--- config.mk ---
export PLATFORM = sky130hd
export DESIGN_NAME = block_cla_pipe_adder
export DESIGN_NICKNAME = d
export VERILOG_FILES = /design/src/rtl/block_cla_pipe_adder.sv
export SDC_FILE = /design/constraint.sdc
export NUM_CORES = 1
export LEC_CHECK = 0
export ABC_AREA = 1
export CORE_ASPECT_RATIO = 1.25
export CORE_MARGIN = 2
export CORE_UTILIZATION = 55
export DETAILED_ROUTE_END_ITERATION = 10
export GPL_ROUTABILITY_DRIVEN = 0
export PLACE_DENSITY_LB_ADDON = 0.25
export RECOVER_POWER = 50
export SYNTH_ARGS = -nofsm -noshare
export SYNTH_HDL_FRONTEND = slang
export SYNTH_SLANG_ARGS = --single-unit
export TNS_END_PERCENT = 1
--- constraint.sdc ---
create_clock -name clk -period 2.9 [get_ports clk]
set_clock_uncertainty 0.2 [all_clocks]
set_input_delay 0.58 -clock clk [delete_from_list [all_inputs] [get_ports clk]]
set_output_delay 0.58 -clock clk [all_outputs]
set_load 0.01 [all_outputs]
--- src/rtl/block_cla_pipe_adder.sv ---
// Two-stage pipelined block carry-lookahead adder/subtractor, valid/ready.
// Define BLOCK_CLA_FLAGS_EN to add registered ovf and zero outputs.
module block_cla_pipe_adder #(
    parameter int WIDTH = 16,
    parameter int NBLK  = WIDTH / 4
) (
    input  logic             clk,
    input  logic             rst_n,
    input  logic             in_valid,
    output logic             in_ready,
    input  logic [WIDTH-1:0] a,
    input  logic [WIDTH-1:0] b,
    input  logic             cin,
    input  logic             sub,
    output logic             out_valid,
    input  logic             out_ready,
    output logic [WIDTH-1:0] sum,
    output logic             cout
`ifdef BLOCK_CLA_FLAGS_EN
    ,
    output logic             ovf,
    output logic             zero
`endif
);

    logic             w_stall;
    logic             w_adv;
    logic [WIDTH-1:0] w_bm;
    logic [WIDTH-1:0] w_g;
    logic [WIDTH-1:0] w_p;
    logic             w_c0;
    logic [NBLK-1:0]  w_gg;
    logic [NBLK-1:0]  w_pg;

    logic             r_s1_valid;
    logic [WIDTH-1:0] r_g;
    logic [WIDTH-1:0] r_p;
    logic             r_c0;
    logic [NBLK-1:0]  r_gg;
    logic [NBLK-1:0]  r_pg;

    logic [NBLK:0]    w_bc;
    logic [WIDTH-1:0] w_ci;
    logic [WIDTH-1:0] w_sum;
    logic             w_cout;

    logic             r_valid;
    logic [WIDTH-1:0] r_sum;
    logic             r_cout;

    assign w_stall  = r_valid & ~out_ready;
    assign w_adv    = ~w_stall;
    assign in_ready = w_adv;

    // Subtract is a + ~b + 1, so the carry-in is forced high.
    assign w_bm = sub ? ~b : b;
    assign w_g  = a & w_bm;
    assign w_p  = a ^ w_bm;
    assign w_c0 = sub | cin;

    always_comb begin : grp_gen
        logic [3:0] w_bg;
        logic [3:0] w_bp;
        w_gg = '0;
        w_pg = '0;
        for (int j = 0; j < NBLK; j++) begin
            w_bg    = w_g[4*j +: 4];
            w_bp    = w_p[4*j +: 4];
            w_pg[j] = &w_bp;
            w_gg[j] = w_bg[3]
                    | (w_bp[3] & w_bg[2])
                    | (w_bp[3] & w_bp[2] & w_bg[1])
                    | ((&w_bp[3:1]) & w_bg[0]);
        end
    end

    always_ff @(posedge clk or negedge rst_n) begin
        if (!rst_n) begin
            r_s1_valid <= 1'b0;
            r_g        <= '0;
            r_p        <= '0;
            r_c0       <= 1'b0;
            r_gg       <= '0;
            r_pg       <= '0;
        end else if (w_adv) begin
            r_s1_valid <= in_valid;
            r_g        <= w_g;
            r_p        <= w_p;
            r_c0       <= w_c0;
            r_gg       <= w_gg;
            r_pg       <= w_pg;
        end
    end

    // Each block carry is a flat sum of products over G*/P*, not a ripple.
    always_comb begin : blk_carry
        logic w_t;
        logic w_c;
        w_bc    = '0;
        w_bc[0] = r_c0;
        for (int j = 1; j <= NBLK; j++) begin
            w_t = r_c0;
            for (int m = 0; m < j; m++)
                w_t = w_t & r_pg[m];
            w_c = w_t;
            for (int k = 0; k < j; k++) begin
                w_t = r_gg[k];
                for (int m = k + 1; m < j; m++)
                    w_t = w_t & r_pg[m];
                w_c = w_c | w_t;
            end
            w_bc[j] = w_c;
        end
    end

    always_comb begin : bit_carry
        logic w_t;
        logic w_c;
        w_ci = '0;
        for (int j = 0; j < NBLK; j++) begin
            for (int i = 0; i < 4; i++) begin
                w_t = w_bc[j];
                for (int m = 0; m < i; m++)
                    w_t = w_t & r_p[4*j+m];
                w_c = w_t;
                for (int k = 0; k < i; k++) begin
                    w_t = r_g[4*j+k];
                    for (int m = k + 1; m < i; m++)
                        w_t = w_t & r_p[4*j+m];
                    w_c = w_c | w_t;
                end
                w_ci[4*j+i] = w_c;
            end
        end
    end

    assign w_sum  = r_p ^ w_ci;
    assign w_cout = w_bc[NBLK];

    always_ff @(posedge clk or negedge rst_n) begin
        if (!rst_n) begin
            r_valid <= 1'b0;
            r_sum   <= '0;
            r_cout  <= 1'b0;
        end else if (w_adv) begin
            r_valid <= r_s1_valid;
            if (r_s1_valid) begin
                r_sum  <= w_sum;
                r_cout <= w_cout;
            end
        end
    end

    assign out_valid = r_valid;
    assign sum       = r_sum;
    assign cout      = r_cout;

`ifdef BLOCK_CLA_FLAGS_EN
    logic w_ovf;
    logic w_zero;
    logic r_ovf;
    logic r_zero;

    assign w_ovf  = w_ci[WIDTH-1] ^ w_cout;
    assign w_zero = ~(|w_sum);

    always_ff @(posedge clk or negedge rst_n) begin
        if (!rst_n) begin
            r_ovf  <= 1'b0;
            r_zero <= 1'b0;
        end else if (w_adv && r_s1_valid) begin
            r_ovf  <= w_ovf;
            r_zero <= w_zero;
        end
    end

    assign ovf  = r_ovf;
    assign zero = r_zero;
`endif

endmodule

======== Yosys cells after proc, flatten, opt, wreduce, memory -nomap -nowiden ========
Cells that the tools add are included.
operators by class
  reduce and logical (&&, ||, !) cells .... 9
  bitwise logic cells ..................... 104
  muxes and demuxes ....................... 1
operators by type and width
  kind              count
  $and 1x1->1       51
  $or 1x1->1        47
  $xor 16x16->16    2
  $and 16x16->16    1
  $mux 16           1
  $not 16->16       1
  $reduce_and 4->1  4
  $reduce_and 3->1  4
  $not 1->1         2
  $reduce_and 2->1  1
storage, ports and cells
  logic and storage cells ................. 123
  bits of input ports ..................... 38
  register bits after elaboration ......... 59

======== Depth between registers and ports, before layout ========
  depth in word-level cells ............... 13
  mapped depth ............................ 11
  mapped depth without buffers ............ 11

======== Least setup slack after synthesis ========
Ideal clock, no wire load.
  path kind ............................... input to register
  start point ............................. in sub
  end point ............................... reg r_gg[3]
  data arrival time ....................... 1.713 ns
  stages on the path ...................... 8
  path buffers ............................ 2
  data required time ...................... 2.581 ns
  path slack .............................. 0.867 ns
  cells stage by stage .................... buf_4 > buf_4 > xor2_1 > ha_1 > a21oi_1 > nand2_1 > o22ai_1 > inv_1
on the way
  cells in the longest elaborated chain, start to end .. 6
  elaborated cells on any way between the ends .. 11
  those cells by class .................... mux (1); bitwise (9); reduce/logical (1)
RTL lines
  what                                       line    RTL
  start, declared                            14      input logic sub,
  $mux 16 *                                  56      assign w_bm = sub ? ~b : b;
  $xor 16x16->16 *                           58      assign w_p = a ^ w_bm;
  named net w_p[15]                          30      logic [WIDTH-1:0] w_p;
  $and 1x1->1, on equally long branches      71, 72
  $or 1x1->1 or $and 1x1->1 (tied branches)  71, 72
  $or 1x1->1                                 72      | (w_bp[3] & w_bp[2] & w_bg[1])
  $or 1x1->1 *                               73      | ((&w_bp[3:1]) & w_bg[0]);
  end signal, assigned                       90      r_gg <= w_gg;
  end, declared                              39      logic [NBLK-1:0] r_gg;
The timed path passes the listed nets; every way through them passes the cells marked *.
A chain may end at the register's enable or synchronous reset.

======== Worst setup path after layout ========
  start point ............................. in out_ready
  end point ............................... out in_ready
on the way
  cells in the longest elaborated chain, start to end .. 3
RTL lines
  what                        line  RTL
  start, declared             16    input logic out_ready,
  $not 1->1                   51    assign w_stall = r_valid & ~out_ready;
  $and 1x1->1                 51
  $not 1->1 (no source line)  -
  end, declared               10    output logic in_ready,
Every way passes these cells.

==> summary.md <==
| Metric | Value |
|---|---|
| Top delay family on crit path | buffers and inverters |
| Worst EP arrival | 1.86 ns |
| Sequential power share | 46.9% |
| Commonest non-fill, non-tap cells in the layout | 118 x nand2_1, 56 x dfrtp_1, 54 x clkdlybuf4s50_1 |
| Combinational fraction of design power | 35.6% |
| Detail Route Antenna Nets | 0 |
| Critical path data required time | 2.12 ns |
| Hold slack | 0.281 ns |
| # Post-CTS Setup Buffers | 0 |
| DRC | 0 |
| GR met3 Demand/Resource | 3.85% |
| Post-CTS Resized | 0 |
| Via count | 2345 |
| Syn Nets | 388 |
| # Max-Cap Violations | 1 |
| Syn avg cell area | 8.71 um^2 |
| Hold Violations, Final | 0 |
| Area growth syn-to-layout | 22.9% |
| Met1 Use GR | 30.4% |
| Hold path depth | 2 |
| CTS H-tree lvls | 2 |
| TritonCTS clock tree | done |
| Fill cell count | 421 |
| Grt met2 use | 39.0% |
| Gr usage total | 23.5% |
| Synth warn | 0 |
| First-pass GRT wire length | 10.3 mm |
| Clk pwr share | 17.5% |
| Reg2Reg Depth | 7 |
| RSZ-0062 raised after global routing | false |
| CP Depth | 4 |
| WP buf/inv | 3 |
| Worst setup SP type | primary input |
| DR vias/cell | 5.23 |
| Die width | 68.7 um |
| Clk slew on worst S/H paths | 0.10 ns |
| Cell Area, Synth | 2880 um^2 |
| CP cell instances | dlygate4sd3_1, nor2_4, inv_1, clkdlybuf4s50_1 |
| Final instance area | 3530 um^2 |
| Rel. slew slack | -5.95% |
| Total gr overflow | 0 |
| #FFs+latches synth | 56 |
| Row Count | 29 |
| WL/cell | 13.2 um |
| Number of global-route vias before repair | 2385 |
| Initial core utilization | 57.0% |
| Ports | 57 |
| Switching share of power | 33.0% |
| Failing checks | max-capacitance violations, max-slew violations |
| Cts bufs inserted | 5 |
| P_int | 0.00154 W |
| Switching power | 0.000758 W |
| P per Cell Area | 650 nW/um^2 |
| HP Class | flip-flop to flip-flop |
| Register area share after synthesis | 48.7% |
| Slew @ Worst Pin | 1.59 ns |
| Pleak | 1.76 nW |
| Post-layout nets | 444 |
| Cts hold-fix bufs | 0 |
| Crit end category | output port |
| Crit Path Class | primary input to output port |
| Util after Layout | 70.1% |
| CP peak stage delay | 0.58 ns |
| Dpl hpwl | 4.35 mm |
| Crit share post-route | 90.9% |
| Fmax | 0.379 GHz |
| Core area | 5040 um^2 |
| Slew Viols, Final | 32 |
| Setup TNS Final | 0 ns |
| Cell count after synthesis | 330 |
| Dpl cell area | 3480 um^2 |
| Antenna violations before repair | 0 |
| Busiest grt layer | met2 |
| Fin crit period | 2.64 ns |
| Most common cell after layout, fill and taps aside | nand2_1 |
| Post-route insts no fill | 448 |
| Max Root-Sink Buffers | 2 |
| Setup Viol. Count Final | 0 |
| 1st-iter DRT viols | 177 |
| Placed cell count | 441 |
| Final WL | 5.90 mm |
| Port bufs | 56 |
| Slowest CP cell | dlygate4sd3_1 |
| Pin count of the biggest net entering global routing | 54 |
| Layout cells sized above 1 | 4.66% |
| DRT Pass-1 Iters | 4 |
| Max FO, Critical Path | 2 |
| Worst vdd ir | 331 uV |
| Status | complete, but fails checks |
| CTS sink cnt | 56 |
| Count of unique library cells instantiated by Yosys | 22 |
| Clk Latency, worst-skew pair | 0.30 ns |
| CTS root buf | clkbuf_8 |
| Die height | 84.8 um |
| Diodes inserted | 0 |
| DIE AREA | 5830 um^2 |
## cell families (layout without fill, tap and decap cells)
logic type	after synthesis	after routing	share of synthesized area (%)
AOI/OAI and AO/OA	46	46	9.53
xor gates and xnor gates	16	16	4.87
adders and majority gates	20	20	8.70
buffers and inverters	39	95	6.40
DFF	56	56	48.7
and+or+nand+nor	153	153	21.8
## stage by stage
| stage | worst slack (ns) | power [W] |
|---|---|---|
| 4_1_cts | 0.381 | 0.00232 |
| 6_report | 0.265 | 0.00230 |
| 3_3_place_gp | 0.388 | 0.00189 |
| 5_1_grt | 0.224 | 0.00247 |
| 3_5_place_dp | 0.351 | 0.00192 |
| 2_1_floorplan | 0.867 | 0.00154 |
## layer usage
layer | share of wire (%) | wire [um]
met5 | 0 | 0
met2 | 50 | 2960
met3 | 4.4 | 262
met4 | 1.5 | 91
met1 | 44 | 2590
## synth_stat cells, drive strengths merged
library cell / number / area, um^2
nand2: 118 / 443
dfrtp: 56 / 1400
o21ai: 30 / 150
inv: 27 / 101
nand3: 21 / 105
ha: 20 / 250
xor2: 16 / 140
buf: 12 / 82.6
nor2: 8 / 45.0
a21oi: 5 / 25.0
nor3: 4 / 20.0
o22ai: 4 / 25.0
o31ai: 4 / 50.1
nand4: 2 / 12.5
a21o: 1 / 7.51
o21bai: 1 / 7.51
o221ai: 1 / 8.76
## worst register-to-register path: cells and delay by family, from the launching register on
family	cells	cell delay (ns)
buffers and inverters	4	0.94
flip-flops	1	0.40
AND/OR/NAND/NOR	1	0.05
AO/OA/AOI/OAI	2	0.38
## state kept, by name (all words and copies together), names as in the netlist
register    flops
r_g            12
r_s1_valid      1
r_pg            4
r_gg            4
r_p            16
sum            16
r_c0            1
cout            1
out_valid       1
## power by group through the flow
stage / clock [W] / sequential (W) / combinational (W)
global route: 0.000442 / 0.00110 / 0.000924
floorplan: 0 / 0.00112 / 0.000411
global placement: 0 / 0.00109 / 0.000803
detailed placement: 0 / 0.00109 / 0.000822
CTS: 0.000415 / 0.00108 / 0.000829
finish: 0.000402 / 0.00108 / 0.000817
## layout make-up
class	instances	area, um^2	area share [%]
Clock buffer	6	72.6	2.05
Clock inverter	1	5.00	0.142
Inverter	27	101	2.87
Multi-Input combinational cell	235	1290	36.5
Sequential cell	56	1400	39.6
Tap cell	62	77.6	2.19
Timing Repair Buffer	61	587	16.6
## final timing paths
| check | slack [ns] | to | start |
|---|---|---|---|
| setup / recovery | 0.26 | in_ready | out_ready |
| hold / removal | 0.28 | sum[4] | sum[4] |
| setup reg to reg | 0.83 | r_gg[3] | out_valid |
| hold reg to reg | 0.28 | sum[4] | sum[4] |
| max in group asynchronous | 0.65 | out_valid | rst_n |
| min in group asynchronous | 0.46 | r_p[7] | rst_n |
No activity file was read; power rests on OpenSTA's default activity.
